`config.mk`:
```
export PLATFORM = sky130hd
export DESIGN_NAME = mcp3221_i2c_responder
export DESIGN_NICKNAME = d
export VERILOG_FILES = /design/src/rtl/mcp3221_i2c_pkg.sv /design/src/rtl/i2c_bus_monitor.sv /design/src/rtl/mcp3221_i2c_responder.sv
export SDC_FILE = /design/constraint.sdc
export NUM_CORES = 1
export LEC_CHECK = 0
export CAP_MARGIN = 0
export CORE_UTILIZATION = 51
export CTS_CLUSTER_SIZE = 28
export DETAILED_ROUTE_END_ITERATION = 8
export GPL_ROUTABILITY_DRIVEN = 0
export PLACE_DENSITY = 0.75
export SLEW_MARGIN = 30
export SYNTH_ARGS = -nofsm -noshare
export SYNTH_HDL_FRONTEND = slang
export SYNTH_HIERARCHICAL = 1
export SYNTH_SLANG_ARGS = --single-unit
```
`constraint.sdc`:
```
create_clock -name clk -period 1.93 [get_ports clk]
set_clock_uncertainty 0.15 [all_clocks]
set_input_delay 0.579 -clock clk [delete_from_list [all_inputs] [get_ports clk]]
set_output_delay 0.579 -clock clk [all_outputs]
set_load 0.02 [all_outputs]
```
`src/rtl/mcp3221_i2c_pkg.sv`:
```
// Shared types and constants for the MCP3221-style I2C read responder.
package mcp3221_i2c_pkg;

  localparam int unsigned C_DATA_WIDTH = 16;
  localparam int unsigned C_BYTE_BITS  = 8;
  localparam int unsigned C_ADDR_W     = 7;
  localparam int unsigned C_BIT_CNT_W  = 4;
  localparam int unsigned C_COUNT_W    = 8;

  typedef enum logic [2:0] {
    SM_idle,
    SM_get_address,
    SM_ack_address,
    SM_send_data,
    SM_get_master_ack,
    SM_wait_stop
  } sm_state_t;

  // Per-transaction status payload
  typedef struct packed {
    logic [C_COUNT_W-1:0] bytes_sent;
    logic                 master_nack;
  } status_t;

  function automatic logic [C_COUNT_W-1:0] sat_inc(input logic [C_COUNT_W-1:0] v);
    return (v == {C_COUNT_W{1'b1}}) ? v : v + C_COUNT_W'(1);
  endfunction

endpackage

```
`src/rtl/i2c_bus_monitor.sv`:
```
// Synchronises SCL/SDA and flags SCL edges plus START/STOP conditions.
// Optional majority filter enabled by MCP3221_I2C_RESPONDER_GLITCH_FILTER_EN.
module i2c_bus_monitor (
  input  logic clk,
  input  logic reset,
  input  logic scl_i,
  input  logic sda_i,
  output logic scl_rise_o,
  output logic scl_fall_o,
  output logic start_o,
  output logic stop_o,
  output logic sda_o
);

  logic [1:0] scl_sync_q;
  logic [1:0] sda_sync_q;
  logic       scl_flt;
  logic       sda_flt;
  logic       scl_prev_q;
  logic       sda_prev_q;
  logic       scl_rise_q;
  logic       scl_fall_q;
  logic       start_q;
  logic       stop_q;
  logic       sda_q;

  // Idle bus is high, so reset the pipeline high to avoid false edges
  always_ff @(posedge clk or negedge reset) begin
    if (!reset) begin
      scl_sync_q <= 2'b11;
      sda_sync_q <= 2'b11;
    end else begin
      scl_sync_q <= {scl_sync_q[0], scl_i};
      sda_sync_q <= {sda_sync_q[0], sda_i};
    end
  end

`ifdef MCP3221_I2C_RESPONDER_GLITCH_FILTER_EN
  logic [2:0] scl_hist_q;
  logic [2:0] sda_hist_q;

  function automatic logic majority3(input logic [2:0] v);
    return (v[0] & v[1]) | (v[0] & v[2]) | (v[1] & v[2]);
  endfunction

  always_ff @(posedge clk or negedge reset) begin
    if (!reset) begin
      scl_hist_q <= 3'b111;
      sda_hist_q <= 3'b111;
    end else begin
      scl_hist_q <= {scl_hist_q[1:0], scl_sync_q[1]};
      sda_hist_q <= {sda_hist_q[1:0], sda_sync_q[1]};
    end
  end

  assign scl_flt = majority3(scl_hist_q);
  assign sda_flt = majority3(sda_hist_q);
`else
  assign scl_flt = scl_sync_q[1];
  assign sda_flt = sda_sync_q[1];
`endif

  always_ff @(posedge clk or negedge reset) begin
    if (!reset) begin
      scl_prev_q <= 1'b1;
      sda_prev_q <= 1'b1;
      scl_rise_q <= 1'b0;
      scl_fall_q <= 1'b0;
      start_q    <= 1'b0;
      stop_q     <= 1'b0;
      sda_q      <= 1'b1;
    end else begin
      scl_prev_q <= scl_flt;
      sda_prev_q <= sda_flt;
      scl_rise_q <= scl_flt & ~scl_prev_q;
      scl_fall_q <= ~scl_flt & scl_prev_q;
      start_q    <= scl_flt & scl_prev_q & sda_prev_q & ~sda_flt;
      stop_q     <= scl_flt & scl_prev_q & ~sda_prev_q & sda_flt;
      sda_q      <= sda_flt;
    end
  end

  assign scl_rise_o = scl_rise_q;
  assign scl_fall_o = scl_fall_q;
  assign start_o    = start_q;
  assign stop_o     = stop_q;
  assign sda_o      = sda_q;

endmodule

```
`src/rtl/mcp3221_i2c_responder.sv`:
```
// I2C read-only responder serving a 16-bit sample word, MCP3221 style.
// Build option MCP3221_I2C_RESPONDER_GLITCH_FILTER_EN adds a bus glitch filter.
module mcp3221_i2c_responder
  import mcp3221_i2c_pkg::*;
#(
  parameter logic [C_ADDR_W-1:0] G_DEVICE_ADDRESS = 7'h4D
) (
  input  logic                    clk,
  input  logic                    reset,
  input  logic [C_DATA_WIDTH-1:0] din_register_data,
  input  logic                    din_valid,
  output logic                    din_ready,
  input  logic                    i2c_sclk,
  input  logic                    i2c_sda_input,
  output logic                    i2c_sda_output,
  output logic                    sda_is_output,
  output logic [C_COUNT_W-1:0]    dout_bytes_sent,
  output logic                    dout_master_nack,
  output logic                    dout_valid,
  input  logic                    dout_ready
);

  localparam logic [C_BIT_CNT_W-1:0] C_LAST_BIT = C_BIT_CNT_W'(C_BYTE_BITS);

  logic scl_rise;
  logic scl_fall;
  logic bus_start;
  logic bus_stop;
  logic sda_s;

  sm_state_t                state_q,    state_d;
  logic [C_BIT_CNT_W-1:0]   bit_cnt_q,  bit_cnt_d;
  logic [C_BYTE_BITS-1:0]   addr_q,     addr_d;
  logic [C_DATA_WIDTH-1:0]  shift_q,    shift_d;
  logic                     sda_oe_q,   sda_oe_d;
  logic                     byte_idx_q, byte_idx_d;
  status_t                  trans_q,    trans_d;
  status_t                  dout_q,     dout_d;
  logic                     dout_valid_q, dout_valid_d;
  logic [C_DATA_WIDTH-1:0]  hold_q;
  logic                     din_ready_q;
  logic                     post_c;

  i2c_bus_monitor u_bus_monitor (
    .clk        (clk),
    .reset      (reset),
    .scl_i      (i2c_sclk),
    .sda_i      (i2c_sda_input),
    .scl_rise_o (scl_rise),
    .scl_fall_o (scl_fall),
    .start_o    (bus_start),
    .stop_o     (bus_stop),
    .sda_o      (sda_s)
  );

  // Holding register loads whenever a word is offered; shift register is independent
  always_ff @(posedge clk or negedge reset) begin
    if (!reset) begin
      hold_q      <= '0;
      din_ready_q <= 1'b0;
    end else begin
      din_ready_q <= 1'b1;
      if (din_valid && din_ready_q) begin
        hold_q <= din_register_data;
      end
    end
  end

  always_ff @(posedge clk or negedge reset) begin
    if (!reset) begin
      state_q      <= SM_idle;
      bit_cnt_q    <= '0;
      addr_q       <= '0;
      shift_q      <= '0;
      sda_oe_q     <= 1'b0;
      byte_idx_q   <= 1'b0;
      trans_q      <= '0;
      dout_q       <= '0;
      dout_valid_q <= 1'b0;
    end else begin
      state_q      <= state_d;
      bit_cnt_q    <= bit_cnt_d;
      addr_q       <= addr_d;
      shift_q      <= shift_d;
      sda_oe_q     <= sda_oe_d;
      byte_idx_q   <= byte_idx_d;
      trans_q      <= trans_d;
      dout_q       <= dout_d;
      dout_valid_q <= dout_valid_d;
    end
  end

  always_comb begin
    state_d      = state_q;
    bit_cnt_d    = bit_cnt_q;
    addr_d       = addr_q;
    shift_d      = shift_q;
    sda_oe_d     = sda_oe_q;
    byte_idx_d   = byte_idx_q;
    trans_d      = trans_q;
    dout_d       = dout_q;
    dout_valid_d = dout_valid_q && !dout_ready;
    post_c       = 1'b0;

    case (state_q)
      SM_get_address: begin
        if (scl_rise) begin
          addr_d    = {addr_q[C_BYTE_BITS-2:0], sda_s};
          bit_cnt_d = bit_cnt_q + C_BIT_CNT_W'(1);
        end else if (scl_fall && bit_cnt_q == C_LAST_BIT) begin
          bit_cnt_d = '0;
          if (addr_q == {G_DEVICE_ADDRESS, 1'b1}) begin
            sda_oe_d   = 1'b1;
            shift_d    = hold_q;
            byte_idx_d = 1'b0;
            state_d    = SM_ack_address;
          end else begin
            state_d = SM_wait_stop;
          end
        end
      end

      // Ninth falling edge ends the ACK and puts out the first data bit
      SM_ack_address: begin
        if (scl_fall) begin
          sda_oe_d  = ~shift_q[C_DATA_WIDTH-1];
          shift_d   = {shift_q[C_DATA_WIDTH-2:0], 1'b0};
          bit_cnt_d = C_BIT_CNT_W'(1);
          state_d   = SM_send_data;
        end
      end

      SM_send_data: begin
        if (scl_fall) begin
          if (bit_cnt_q == C_LAST_BIT) begin
            sda_oe_d = 1'b0;
            state_d  = SM_get_master_ack;
          end else begin
            sda_oe_d  = ~shift_q[C_DATA_WIDTH-1];
            shift_d   = {shift_q[C_DATA_WIDTH-2:0], 1'b0};
            bit_cnt_d = bit_cnt_q + C_BIT_CNT_W'(1);
          end
        end
      end

      // After the second byte is acknowledged the word is re-sampled
      SM_get_master_ack: begin
        if (scl_rise) begin
          trans_d.bytes_sent = sat_inc(trans_q.bytes_sent);
          bit_cnt_d          = '0;
          if (sda_s) begin
            trans_d.master_nack = 1'b1;
            state_d             = SM_wait_stop;
          end else begin
            if (byte_idx_q) begin
              shift_d = hold_q;
            end
            byte_idx_d = ~byte_idx_q;
            state_d    = SM_send_data;
          end
        end
      end

      default: ;
    endcase

    // A repeated START also closes the current transaction's status
    if (bus_start) begin
      state_d   = SM_get_address;
      bit_cnt_d = '0;
      sda_oe_d  = 1'b0;
      post_c    = (trans_q.bytes_sent != '0);
      trans_d   = '0;
    end else if (bus_stop) begin
      state_d  = SM_idle;
      sda_oe_d = 1'b0;
      post_c   = (trans_q.bytes_sent != '0);
      trans_d  = '0;
    end

    if (post_c) begin
      dout_d       = trans_q;
      dout_valid_d = 1'b1;
    end
  end

  assign din_ready        = din_ready_q;
  assign i2c_sda_output   = 1'b0;
  assign sda_is_output    = sda_oe_q;
  assign dout_bytes_sent  = dout_q.bytes_sent;
  assign dout_master_nack = dout_q.master_nack;
  assign dout_valid       = dout_valid_q;

endmodule

```
==> flow_summary.yaml <==
outcome:
  status: "complete, but fails checks"
  violations: "setup timing"
synthesis:
  synth_nets: 321
  synth_edf_count: 0
  synthArstFlopShare: 1.00
  syn-instance-count: 295
  yosys_warnings: 6
  syn_avg_cell_area_um2: 12.5
  ys.flop_type: "dfrtp_1"
  synth_area_um2: 3690
  ys_ff_latch: 79
  synth.yosys.seq_area_share: 0.537
  ys_types: 59
floorplan:
  start_util: 0.535
  rows: 30
  ios: 35
  core_um2: 6910
  die_height_um: 87.1
  dieArea_um2: 7590
  die_w_um: 87.1
setup_path:
  arrival_ns: 2.22
  timing.rr.end: "shift_q[11]"
  r2r_cells: 8
  end_kind: "flip-flop"
  start_kind: "flip-flop"
  crit_type: "reg -> reg"
  timing.rr.start: "bit_cnt_q[1]"
  critPathRequiredTime_ns: 2.01
  r2r_slack_ns: -0.21
  crit_fanout: 8
finish:
  final_core_util: 0.705
  area_growth_pct: 31.9
  fill_cells: 502
  drive_gt1_frac: 0.421
  fin_nets: 399
  diodes: 0
min_path:
  worst_hold_path_type: "in -> async"
detailed_routing:
  ant_nets: 0
  first_pass_iters: 4
  wl_per_cell_um: 17.1
  via_count: 2604
  drt_iter0_markers: 176
  route.detailed.drc: 0
  drt_wl_total_um: 8110
  routed_via_density: 5.49
cts:
  ctsHoldBuffers: 0
  clk_path_buf_depth: 2
  cts_tree: "built"
  clk_pin_slew_ns: 0.08
  cts_buffers: 9
  root_buffer: "clkbuf_8"
  htree_levels: 3
  clock_latency_ns: 0.35
  cts_sinks: 79
timing:
  rsz0062_at_grt: "true"
  setup_viol: 17
  finalHoldViolCount: 0
  setup_slack_ns: -0.212
  fmax_ghz: 0.467
  post-route-min-period_ns: 2.14
  maxSlewViolCount: 0
  fin_crit_sh: 1.11
job:
  cap_violations: 0
placed_design:
  io_buffers: 33
  dp_slack_ns: -0.276
  dp_hpwl_um: 5010
pwr:
  p_leak_nw: 2.23
  power.density_nw_per_um2: 932
  worst_ir_drop_vdd_v: 0.000553
  p_total_mw: 4.54
global_route:
  grt.total_usage: 0.223
  grt_max_degree: 35
  grt_pass1_wl_um: 12900
  antenna_found_initial: 0
  grt_pass1_vias: 2700
  grt_overflow: 0
## worst max-delay path: stages (launching register included)
cell	delay, ns
dfrtp_1	0.40
inv_2	0.08
ha_4	0.12
nand4b_1	0.16
nor4_2	0.20
o22ai_2	0.15
a31oi_4	0.24
clkbuf_16	0.21
mux2_4	0.30
## worst max-delay path by stage
stage,from,endpoint,slack [ns],cells past startpoint
after CTS,bit_cnt_q[1],shift_q[2],-0.21,8
after detailed placement,bit_cnt_q[1],shift_q[15],-0.28,8
after global routing,bit_cnt_q[1],shift_q[10],-0.30,8
after global placement,bit_cnt_q[1],shift_q[15],-0.19,8
after floorplan,bit_cnt_q[0],shift_q[10],-0.19,8
final,bit_cnt_q[1],shift_q[11],-0.21,8
## metal layers
layer	share of wire	GRT usage
met5	0	0
met4	0.021	0.106
met3	0.047	0.0398
met2	0.51	0.373
met1	0.42	0.282
## synthesized netlist by cell type (2+ instances only)
cell type	count	share of area
dfrtp_1	73	0.49
mux2_2	52	0.16
nor2_1	22	0.022
inv_1	13	0.013
nand2_1	11	0.011
nand3_1	11	0.015
mux2_4	9	0.037
a21oi_1	8	0.011
dfstp_2	6	0.043
clkbuf_1	5	0.0051
nor3_1	5	0.0068
xor2_1	5	0.012
a21o_1	4	0.0081
and3_1	4	0.0068
buf_2	4	0.0054
ha_1	4	0.014
o21ai_0	4	0.0054
nand4b_1	3	0.0071
o22ai_1	3	0.0051
a211oi_1	2	0.0041
and4b_1	2	0.0054
conb_1	2	0.0020
mux2i_1	2	0.0054
nand3b_1	2	0.0041
nor2b_1	2	0.0034
o31ai_1	2	0.0041
or2_2	2	0.0034
xnor2_1	2	0.0047
## area by class of cell
type / count / area [um^2] / area share
Clock buffer: 11 / 141 / 0.0290
Clock inverter: 5 / 81.3 / 0.0167
Inverter: 13 / 52.6 / 0.0108
Multi-Input combinational cell: 192 / 1770 / 0.363
Sequential cell: 79 / 1990 / 0.408
Tap cell: 96 / 120 / 0.0247
Timing Repair Buffer: 78 / 719 / 0.148
## logic make-up (layout without fill, tap and decap cells)
kind of cell | Yosys count | count (layout) | share of synthesized area
AO/OA/AOI/OAI | 40 | 41 | 0.0827
XOR/XNOR | 7 | 7 | 0.0166
adder cells (fa/ha/maj) | 4 | 4 | 0.0136
buffers and inverters | 25 | 107 | 0.0325
flip-flops | 79 | 79 | 0.537
multiplexers | 63 | 63 | 0.201
other | 2 | 2 | 0.00203
AND/OR/NAND/NOR | 75 | 75 | 0.115
## power by group
group	total, mW	switching [mW]	internal (mW)
logic	0.997	0.360	0.637
clock network	1.36	0.595	0.766
registers	2.18	0.204	1.98
total	4.54	1.16	3.38
## stage by stage
stage / hold WS [ns] / area (um^2) / setup TNS (ns) / std cells
2_1_floorplan: 0.133 / 3710 / -2.22 / 295
3_3_place_gp: 0.197 / 4380 / -2.63 / 445
3_5_place_dp: 0.199 / 4380 / -4.04 / 445
4_1_cts: 0.0334 / 4720 / -2.96 / 466
5_1_grt: 0.0606 / 4870 / -4.87 / 474
6_report: 0.0333 / 4870 / -2.98 / 474
## cell usage in the layout (no fill, tap or decap), types with 4 or more instances in the layout
master	Yosys	final
buf_12	1	4
buf_4	1	39
dfrtp_1	73	71
a21oi_1	8	8
dlygate4sd2_1	0	12
clkdlybuf4s50_1	0	20
clkbuf_8	0	10
nand2_1	11	11
nor2_1	22	22
nand3_1	11	10
nor3_1	5	4
dfstp_2	6	6
o21ai_0	4	4
a21o_1	4	4
inv_1	13	10
mux2_2	52	46
mux2_4	9	15
xor2_1	5	5
## state kept, by name, summed over array words and instances, names as in the netlist, 2 cells and up
signal	count
dout_bytes_sent	8
state_q	3
u_bus_monitor/scl_sync_q	2
u_bus_monitor/sda_sync_q	2
shift_q	16
hold_q	16
addr_q	8
trans_q	9
bit_cnt_q	4
## repair_timing
| item | CTS | global route |
|---|---|---|
| setup buffers | 4 | 7 |
| resized for setup | 28 | 18 |
| gates cloned | 1 | 1 |
| setup endpoints to repair | 43 | 29 |
| pin swaps | 6 | 5 |
Note: power is estimated with default switching activity, not from simulation.
==> RTL change, RTL diff (config.mk and constraints unchanged) <==
Set the package constant `C_BIT_CNT_W` to 5 (it was 4).
--- a/src/rtl/mcp3221_i2c_pkg.sv
+++ b/src/rtl/mcp3221_i2c_pkg.sv
@@ -5,5 +5,5 @@
   localparam int unsigned C_BYTE_BITS  = 8;
   localparam int unsigned C_ADDR_W     = 7;
-  localparam int unsigned C_BIT_CNT_W  = 4;
+  localparam int unsigned C_BIT_CNT_W  = 5;
   localparam int unsigned C_COUNT_W    = 8;
 
Check against the original RTL: same outputs for any inputs over 10 cycles, from zero or initial values and one cycle with reset low; that may be too few to reach the edited logic, so the function may still have changed.
==> RTL change against the original RTL <==
  * Worst setup slack better by 0.25 ns
  * Synthesized area rose by 0.71%
  * Final cell count grew 4.6%
  * Global-route usage decreased by 0.13 points
  * Sequential cell count rose by 1
  * Wire length is 0.37% lower
  * Die area is 0.70% higher
  * Final area fell by 3.3%
  * Power up 6.9%
  * Critical endpoint is now shift_q[0]$_DFFE_PN0P_
  * Highest routed layer unchanged
==> RTL change: results (changes against the original RTL) <==
stage;metric;value;unit;change
run_status;status;completed;;
logic_synthesis;mux cell area share after synthesis;10.5;%;-9.5 points
finish;final net count;421;;+5.5%
drt;Antenna Nets Post-Route;0;;unchanged
placement;pre-CTS setup slack;-0.0362;ns;+0.239 ns
drt;M1 wire length;3.75;mm;+9.1%
drt;drt total wl;8.08;mm;-0.37%
clocking;H-tree depth;3;;unchanged
logic_synthesis;synth unique cells;64;;+8.5%
global_route;largest net degree at the start of global routing;33;;-5.7%
drt;Met2 Wirelength;3.96;mm;-3.8%
drt;via count;2817;;+8.2%
worst_setup_path;Worst EP arrival;2.01;ns;-0.21 ns
power_and_ir_drop;Worst VDD drop;0.656;mV;+19%
drt;1st-iter DRT viols;124;;-30%
logic_synthesis;sequential area share after synthesis;54.0;%;+0.29 points
logic_synthesis;Post-synth top cells;dfrtp_1, nand2_1, mux2_2, a21oi_1, nor2_1;;
finish;biggest regs;hold_q x16, shift_q x16, trans_q x9;;
logic_synthesis;synth top area cells;dfrtp_1, mux2_2, nand2_1;;
clocking;clock slew at reported path FFs;0.08;ns;about the same
logic_synthesis;post-synthesis adder-cell area fraction;1.35;%;-0.0096 points
global_route;initial antenna violation count;0;;unchanged
sta;Setup Viol. Count Final;0;;-17
placement;HPWL after DPL;5.33;mm;+6.3%
power_and_ir_drop;P_leak;2.09;nW;-6.4%
clocking;Skew-Pair Late Insertion Delay;0.35;ns;about the same
logic_synthesis;synth warn;6;;unchanged
finish;# diodes;0;;unchanged
min_path;Hold WC Path Type;in2async;;
worst_setup_path;CP Max Fanout;16;;+8
global_route;GRT Total Usage;22.2;%;-0.13 points
logic_synthesis;XOR/XNOR Fraction of Synth Area;1.88;%;+0.22 points
logic_synthesis;syn_nets;357;;+11%
drt;met3 routed WL;240;um;-37%
drt;TritonRoute pass-1 iters;4;;unchanged
drt;uppermost routed layer;met4;;
finish;share of cells above drive strength 1;30.3;%;-12 points
clocking;clock root buffer;clkbuf_8;;
global_route;first-pass GRT wire length;13.0;mm;+0.75%
logic_synthesis;ys async rst share;100;%;unchanged
logic_synthesis;post-synthesis compound-gate area fraction;12.5;%;+4.3 points
placement;IO buf count;33;;unchanged
clocking;CTS Buf Count;9;;unchanged
finish;fill count;545;;+8.6%
-- RTL change: changes by cell type in the layout (fill, tap and decap cells not counted), sizes merged, moves of 3 or more --
cell,unedited run,this run
nand2,11,43
mux2,61,33
a21oi,10,25
a31oi,2,15
buf,44,36
nor2,23,17
nand3,12,7
a21o,4,1
nand4,0,3
nor2b,2,5
-- RTL change: routing by layer --
metal | track usage [%] | up-vias
met5 | 0 | -
met4 | 9.84 | 0
met3 | 3.79 | 14
met2 | 35.6 | 54
met1 | 29.7 | 1434
li1 | - | 1315
-- RTL change: worst paths after layout --
path,end,startpoint,cells after the start,slack [ns]
min in group clk,u_bus_monitor/sda_sync_q[1]$_DFF_PN1_,u_bus_monitor/sda_sync_q[0]$_DFF_PN1_,0,0.21
max in group asynchronous,shift_q[0]$_DFFE_PN0P_,reset,2,1.11
max,shift_q[0]$_DFFE_PN0P_,bit_cnt_q[1]$_DFFE_PN0P_,8,0.04
min reg2reg,u_bus_monitor/sda_sync_q[1]$_DFF_PN1_,u_bus_monitor/sda_sync_q[0]$_DFF_PN1_,0,0.21
min,trans_q[6]$_DFFE_PN0P_,reset,1,0.01
max reg2reg,shift_q[0]$_DFFE_PN0P_,bit_cnt_q[1]$_DFFE_PN0P_,8,0.04
-- RTL change: area by class of cell --
class / instances / area share (%)
Timing Repair Buffer: 68 / 13.6
Inverter: 11 / 0.877
Tap cell: 96 / 2.55
Clock inverter: 4 / 0.611
Clock buffer: 12 / 3.08
Sequential cell: 80 / 42.7
Multi-Input combinational cell: 225 / 36.6
-- RTL change: what timing repair did --
action | 4_1_cts | 5_1_grt
pin swaps | 2 | 7
gates resized for setup | 17 | 23
buffers inserted | 1 | 6
cloned | 0 | 2
setup endpoints to repair | 19 | 37
-- RTL change: per-stage QoR --
step | area, um^2 | total power [mW] | cells | hold WS, ns | util, %
2_1_floorplan | 3720 | 3.13 | 331 | 0.133 | -
3_3_place_gp | 4340 | 3.50 | 471 | 0.196 | 62.9
3_5_place_dp | 4340 | 3.59 | 471 | 0.198 | 62.9
4_1_cts | 4530 | 4.71 | 488 | 0.0243 | 65.6
5_1_grt | 4710 | 5.13 | 496 | 0.0409 | 68.2
6_report | 4710 | 4.85 | 496 | 0.0150 | 68.2
-- RTL change: power by group --
group,internal [mW],switching [mW],leakage (nW)
Clock,0.506,0.602,0.0830
Combinational,0.751,0.715,1.02
Sequential,2.04,0.240,0.985
Total,3.30,1.56,2.09
-- RTL change: critical path, cell delays in order (launching register included) --
cell and delay, ns:
dfrtp_1 0.40, inv_2 0.09, ha_4 0.14, nand4bb_4 0.16, nor4_4 0.18, o22a_2 0.22
and2_4 0.15, buf_12 0.13, mux2i_1 0.19
